===== config.mk =====
export PLATFORM = sky130hd
export DESIGN_NAME = qpsk_mod
export DESIGN_NICKNAME = d
export VERILOG_FILES = /design/src/rtl/qpsk_pkg.sv /design/src/rtl/qpsk_symbol_map.sv /design/src/rtl/qpsk_mod.sv
export SDC_FILE = /design/constraint.sdc
export NUM_CORES = 1
export LEC_CHECK = 0
export ABC_AREA = 1
export BUFFER_PORTS_ARGS = -buffer_cell sky130_fd_sc_hd__buf_2
export CAP_MARGIN = 10
export CORE_AREA = 3 3 95 97
export CTS_BUF_LIST = sky130_fd_sc_hd__clkbuf_8 sky130_fd_sc_hd__clkbuf_16
export DETAILED_ROUTE_END_ITERATION = 8
export DIE_AREA = 0 0 98 100
export PLACE_DENSITY_LB_ADDON = 0.3
export SLEW_MARGIN = 20
export SYNTH_ARGS = -nofsm -noshare
export SYNTH_HDL_FRONTEND = slang
export SYNTH_HIERARCHICAL = 1
export SYNTH_SLANG_ARGS = --single-unit

===== constraint.sdc =====
create_clock -name ce_clk -period 6.65 [get_ports ce_clk]
set_input_delay 1.33 -clock ce_clk [delete_from_list [all_inputs] [get_ports ce_clk]]
set_output_delay 1.33 -clock ce_clk [all_outputs]
set_load 0.01 [all_outputs]

===== src/rtl/qpsk_pkg.sv =====
// QPSK modulator shared definitions.
// Constants, FSM states and the dibit sign mapping.
package qpsk_pkg;

  localparam int SYMS_PER_WORD = 16;
  localparam int BITS_PER_SYM  = 2;
  localparam int SYM_W         = $clog2(SYMS_PER_WORD);

  localparam int SR_QPSK_MODE  = 128;
  localparam int SR_QPSK_SPS   = 129;
  localparam int SR_QPSK_AMP   = 130;

  typedef enum logic {
    S_IDLE = 1'b0,
    S_RUN  = 1'b1
  } state_t;

  typedef struct packed {
    logic i_neg;
    logic q_neg;
  } sign_t;

  // {b1,b0}: b1 selects the I sign, b0 the Q sign
  function automatic sign_t dibit_sign(input logic [1:0] d);
    sign_t s;
    s.i_neg = d[1];
    s.q_neg = d[0];
    return s;
  endfunction

endpackage


===== src/rtl/qpsk_symbol_map.sv =====
// Dibit to I/Q constellation point.
// Magnitude is zero-extended to 16 bits before negation.
module qpsk_symbol_map
  import qpsk_pkg::*;
#(
  parameter int AMP_W = 15
) (
  input  logic [1:0]       dibit,
  input  logic [AMP_W-1:0] amp,
  output logic [15:0]      i_val,
  output logic [15:0]      q_val
);

  logic [15:0] mag;
  logic [15:0] neg;
  sign_t       sgn;

  assign mag = 16'(amp);
  assign neg = 16'(-mag);
  assign sgn = dibit_sign(dibit);

  // pick positive or negated magnitude per axis
  always_comb begin
    i_val = sgn.i_neg ? neg : mag;
    q_val = sgn.q_neg ? neg : mag;
  end

endmodule


===== src/rtl/qpsk_mod.sv =====
// QPSK modulator: 32-bit words -> 16 symbols,
// each held for sps samples as {I,Q}.
module qpsk_mod
  import qpsk_pkg::*;
#(
  parameter int SPS_W = 8,
  parameter int AMP_W = 15
) (
  input  logic             ce_clk,
  input  logic             ce_rst,
  input  logic             clear,
  input  logic [SPS_W-1:0] sps,
  input  logic [AMP_W-1:0] amp,
  input  logic [31:0]      i_tdata,
  input  logic             i_tlast,
  input  logic             i_tvalid,
  output logic             i_tready,
  output logic [31:0]      o_tdata,
  output logic             o_tlast,
  output logic             o_tvalid,
  input  logic             o_tready
);

  localparam logic [SYM_W-1:0] SYM_LAST = SYM_W'(SYMS_PER_WORD - 1);
  localparam logic [SPS_W-1:0] SPS_ONE  = SPS_W'(1);

  state_t           state;
  state_t           state_nx;
  logic [31:0]      wd;
  logic             wlast;
  logic [SYM_W-1:0] sym;
  logic [SPS_W-1:0] smp;
  logic [SPS_W-1:0] sps_l;
  logic [AMP_W-1:0] amp_l;

  logic             busy;
  logic             last_smp;
  logic             last_sym;
  logic             word_end;
  logic             o_hs;
  logic             load;
  logic [SPS_W-1:0] sps_in;
  logic [4:0]       bit_hi;
  logic [1:0]       dibit;
  logic [15:0]      i_val;
  logic [15:0]      q_val;

  assign busy     = (state == S_RUN);
  assign last_smp = (smp == sps_l - SPS_ONE);
  assign last_sym = (sym == SYM_LAST);
  assign word_end = busy & last_sym & last_smp;
  assign o_hs     = busy & o_tready;
  assign i_tready = ~busy | (word_end & o_tready);
  assign load     = i_tvalid & i_tready;
  assign sps_in   = (sps == '0) ? SPS_ONE : sps;

  // MSB-first dibit selection
  assign bit_hi = 5'd31 - {sym, 1'b0};
  assign dibit  = wd[bit_hi -: 2];

  qpsk_symbol_map #(
    .AMP_W(AMP_W)
  ) u_map (
    .dibit(dibit),
    .amp  (amp_l),
    .i_val(i_val),
    .q_val(q_val)
  );

  assign o_tvalid = busy;
  assign o_tlast  = word_end & wlast;
  assign o_tdata  = busy ? {i_val, q_val} : 32'd0;

  // next state: load from idle, drop to idle after last sample
  always_comb begin
    state_nx = state;
    unique case (state)
      S_IDLE: if (load) state_nx = S_RUN;
      S_RUN:  if (o_hs & word_end & ~load) state_nx = S_IDLE;
      default: state_nx = S_IDLE;
    endcase
  end

  // state, word latch and symbol/sample counters
  always_ff @(posedge ce_clk) begin
    if (ce_rst | clear) begin
      state <= S_IDLE;
      wd    <= '0;
      wlast <= 1'b0;
      sym   <= '0;
      smp   <= '0;
      sps_l <= SPS_ONE;
      amp_l <= '0;
    end else begin
      state <= state_nx;
      if (load) begin
        wd    <= i_tdata;
        wlast <= i_tlast;
        sps_l <= sps_in;
        amp_l <= amp;
        sym   <= '0;
        smp   <= '0;
      end else if (o_hs) begin
        if (last_smp) begin
          smp <= '0;
          sym <= sym + 1'b1;
        end else begin
          smp <= smp + 1'b1;
        end
      end
    end
  end

endmodule


# ---- Word-level counts from Yosys, hierarchy flattened
# Index checks and enable logic that the tools add are counted.
dict set report classes {
  addsub 5
  eq_ne 2
  n_shift 1
  muxes 8
  n_bitwise 12
  reduce_logical 3
}
# op n
set ops {}
lappend ops {{indexed part select 33 x 6 -> 2 bit} 1}
lappend ops {{two-way mux 16 bit} 2}
lappend ops {{two-way mux 32 bit} 1}
lappend ops {{two-way mux 8 bit} 2}
lappend ops {{negator 15 -> 16 bit} 1}
lappend ops {{adder 8 x 1 -> 8 bit (second input constant)} 1}
lappend ops {{bitwise AND 1 bit} 8}
lappend ops {{equality test 8 bit} 1}
lappend ops {{logical NOT 8 bit} 1}
lappend ops {{subtractor 8 x 1 -> 8 bit (second input constant)} 1}
lappend ops {{subtractor 5 bit (first input constant)} 1}
lappend ops {{adder 4 x 1 -> 4 bit (second input constant)} 1}
lappend ops {{equality test 4 bit (second input constant)} 1}
lappend ops {{two-way mux 1 bit} 2}
lappend ops {{NOT 1 bit} 2}
lappend ops {{OR 1 bit} 2}
lappend ops {{one-hot mux 1 bit (2 select lines)} 1}
lappend ops {{AND reduction 2 bit} 1}
lappend ops {{OR reduction 2 bit} 1}
dict set report totals {
  reg_bits 69
  input_bits 61
  out_inout_bits 35
  elab_cells 38
}

# ---- Depth between registers and ports, before layout
dict set report logic_depth {
  depth_word 10
  ltp_mapped 17
  depth_no_buf 16
}

# ---- By module
# Netlist, hierarchy kept.
# module n_inst cells_per_inst area_per_inst_um2 seq_area_each_um2
set modules_own_cells {}
lappend modules_own_cells {qpsk_mod 1 654 4212.8 1381.3}
lappend modules_own_cells {qpsk_symbol_map 1 153 732.0 0.0}

# ---- Least setup slack after synthesis
# OpenSTA, ideal clock, no wires.
dict set report synth_path {
  path_kind {register to output}
  from {reg sym[0]}
  to {out o_tdata[4]}
  arrival_time_ns 2.127
  setup_slack_ns 3.193
  stages_incl_launch_ff 14
  path_buffers 3
  cell_sequence {dfxtp_1 -> clkbuf_1 -> inv_1 -> clkbuf_1 -> nor2_1 -> o221ai_1 -> nand3_1 -> nand3_1 -> inv_1 -> clkbuf_1 -> nand2_1 -> o21ai_0 -> nand2_1 -> inv_1}
}
dict set report synth_via {
  elab_chain_len 4
}
# element line
set synth_rtl {}
lappend synth_rtl {{start, declared} qpsk_mod.sv:31} ;# logic [SYM_W-1:0] sym;
lappend synth_rtl {{start signal, assigned} qpsk_mod.sv:106} ;# sym <= sym + 1'b1;
lappend synth_rtl {{subtractor 5 bit} qpsk_mod.sv:58} ;# assign bit_hi = 5'd31 - {sym, 1'b0};
lappend synth_rtl {{indexed part select 33 x 6 -> 2 bit} qpsk_mod.sv:59} ;# assign dibit = wd[bit_hi -: 2];
lappend synth_rtl {{net dibit[0]} qpsk_mod.sv:44} ;# logic [1:0] dibit;
lappend synth_rtl {{two-way mux 16 bit} qpsk_symbol_map.sv:25} ;# q_val = sgn.q_neg ? neg : mag;
lappend synth_rtl {{net q_val[4]} qpsk_mod.sv:46} ;# logic [15:0] q_val;
lappend synth_rtl {{two-way mux 32 bit} qpsk_mod.sv:72} ;# assign o_tdata = busy ? {i_val, q_val} : 32'd0;
lappend synth_rtl {{end, declared} qpsk_mod.sv:18} ;# output logic [31:0] o_tdata,
# The timed path passes the listed nets, and every way through them passes these cells.

# ---- Worst setup path after layout
dict set report layout_path {
  from {reg sym[0]}
  to {out o_tdata[2]}
}
# The elaborated chain is that of the path after synthesis.

==> results.toml <==
[outcome]
status = "complete, no violations"

[synth]
synth_fp_nets = 872
ys_seq_area_share_pct = 27.9
yosysMostFrequentCell = "nand2_1"
netlist_instances = 807
synth_top_area_share_pct = 27.9
synthesis.area_um2 = 4940
synth.distinct_cells = 36
synth_edf_count = 0
async_flop_share_pct = 0
synthTopCellsByCount = "192 x nand2_1, 128 x inv_1, 111 x nor2_1"
avgSynthCellArea_um2 = 6.13
synth_top_flop_cell = "dfxtp_1"
yosysWarningCount = 6
ys_seq_elements = 69
ys_top_cells_by_area = "dfxtp_1 28%, nand2_1 15%, inv_1 9.7%"
yosys.area.top_type = "dfxtp_1"

[placed_design]
port_buffers = 95
gp_congestion = 0.960
post_dp_cell_area_um2 = 5290
dpl.hpwl_um = 8150
placed_cells = 961

[route]
dr.pass1.iters = 5
via_per_inst = 5.15
wire_per_inst_um = 11.6
via_count = 5028
ant_nets = 0
totalWireLength_um = 11300
drt_iter0_drc = 282
drcViolationCount = 0

[hold_path]
hold_path_class = "reg -> reg"

[grt]
grt_overflow_total = 0
grt_pass1_wl_um = 19800
grt_pass1_vias = 4508
grt_usage_pct = 23.8
grt_max_degree = 89
antenna_found_initial = 0

[clocking]
cts_tree = "done"
clock_path_buffers = 2
cts_inserted_buffers = 9
hold_buffers = 0
clk_pin_slew_ns = 0.07
cts_setup_buffers = 0
insertion_delay_ns = 0.35
clkSinkCount = 69
htreeDepth = 3
cts_root_buf = "clkbuf_8"
post_cts_resized = 0

[worst_setup_path]
critPathArrivalTime_ns = 3.42
cp_max_fo = 19
cp-endpoint = "o_tdata[2]"
reg2reg_from = "sps_l[0]"
crit_path_end_kind = "output port"
critPathLaunch = "sym[0]"
regToRegEndpoint = "amp_l[14]"
critical_path_required_ns = 5.32
crit_type = "reg -> out"
rr_worst_depth = 14
r2r_slack_ns = 3.48
startpoint_type = "flop"

[timing]
timing.final.crit_share_pct = 71.4
drv_slew = 0
final-hold-violation-count = 0
fin_skew_ns = 0.0157
holdWs_ns = 0.485
clock.fmax_mhz = 211
max_slew_margin_pct = 36.8
tns_ns = 0
setup_viol = 0
period_minus_slack_ns = 4.75
worst_slew_pin_slew_ns = 0.947
rsz0062_at_grt = "no"

[die]
die_y_um = 100
die_area_um2 = 9800
die_width_um = 98
core_um2 = 8220
initial_core_util_pct = 60.2
row_count = 33
io_pins = 96

[pwr]
intPower_w = 0.000733
seqPwrFrac_pct = 43.5
power_density_nw_per_um2 = 186
power_switching_share_pct = 28.8
ir_drop_v = 0.000151
p_sw_w = 0.000296
clock_power_share_pct = 37.5
p_leak_nw = 2.94
comb_power_share_pct = 19.0

[final_layout]
finalNonFillerCells = 977
regArea_um2 = 1380
antenna_cells = 0
final_cell_area_um2 = 5520
final_nets = 932
fin_util_pct = 67.2
area_growth_pct = 11.6
post_route_cells_drive_above_1_share_pct = 18.5
multi_input_area_um2 = 2780
fillers = 771

[flow_run]
maxCapViolCount = 0
[placed cells by master, fill, tap and decap left out, types with 20 or more instances in the layout]
cell type and n:
a21oi_1 46, buf_2 94, dfxtp_1 68, inv_1 130, nand2_1 192, nand3_1 79, nand3_2 20, nor2_1 110
o21ai_0 33
[flip-flops by register name, summed over array words and instances, names as in the netlist]
register and cells:
wd 32, amp_l 15, smp 8, sps_l 8, sym 4, o_tvalid 1, wlast 1
[layout make-up]
cell class,count,share of cell area [%]
Clock buffer,11,2.74
Clock inverter,5,1.36
Inverter,132,8.98
Sequential cell,69,25.1
Timing Repair Buffer,98,9.07
Tap cell,105,2.38
Multi-Input combinational cell,557,50.4
[per-stage QoR]
stage	power, W	setup slack, ns
after global placement	0.000646	2.56
after global routing	0.00109	1.59
final	0.00103	1.90
after CTS	0.00103	2.00
after floorplan	0.000609	3.19
after detailed placement	0.000651	2.40
[routing by layer]
layer	GRT usage [%]	up-vias	routed length (um)
met3	3.68	13	624
met1	31.1	2233	5140
li1	-	2635	-
met4	7.03	0	117
met2	40.7	147	5460
met5	0	-	0
[kinds of logic after synthesis]
family	synth area share (%)
AO/OA/AOI/OAI	11.7
XOR/XNOR	3.01
adder cells (fa/ha/maj)	1.01
buffers and inverters	16.0
flip-flops	27.9
multiplexers	0.810
AND/OR/NAND/NOR	39.5
[critical path, cell delays in order, from the launching register on]
cell and delay [ns]:
dfxtp_1 0.75, inv_1 0.38, nor2_1 0.18, o221ai_1 0.18, nand3_1 0.15, nand3_1 0.44
inv_1 0.54, nand2_1 0.11, o21ai_0 0.09, nand2_1 0.07, inv_1 0.07, buf_2 0.12
[how the worst min path moves through the flow]
stage | startpoint | to | depth (start not counted)
6_report | wd[26] | wd[26] | 2
3_3_place_gp | wd[18] | wd[18] | 2
3_5_place_dp | wd[26] | wd[26] | 2
5_1_grt | wd[18] | wd[18] | 2
4_1_cts | wd[26] | wd[26] | 2
2_1_floorplan | wd[10] | wd[10] | 2
[power groups by stage]
| stage | clock network (W) | registers, W | logic [W] |
|---|---|---|---|
| after CTS | 0.000391 | 0.000447 | 0.000196 |
| after detailed placement | 0 | 0.000456 | 0.000195 |
| after global routing | 0.000411 | 0.000450 | 0.000224 |
| after floorplan | 0 | 0.000449 | 0.000160 |
| after global placement | 0 | 0.000456 | 0.000190 |
| final | 0.000386 | 0.000448 | 0.000195 |
Note: power is estimated with default switching activity, not from simulation.
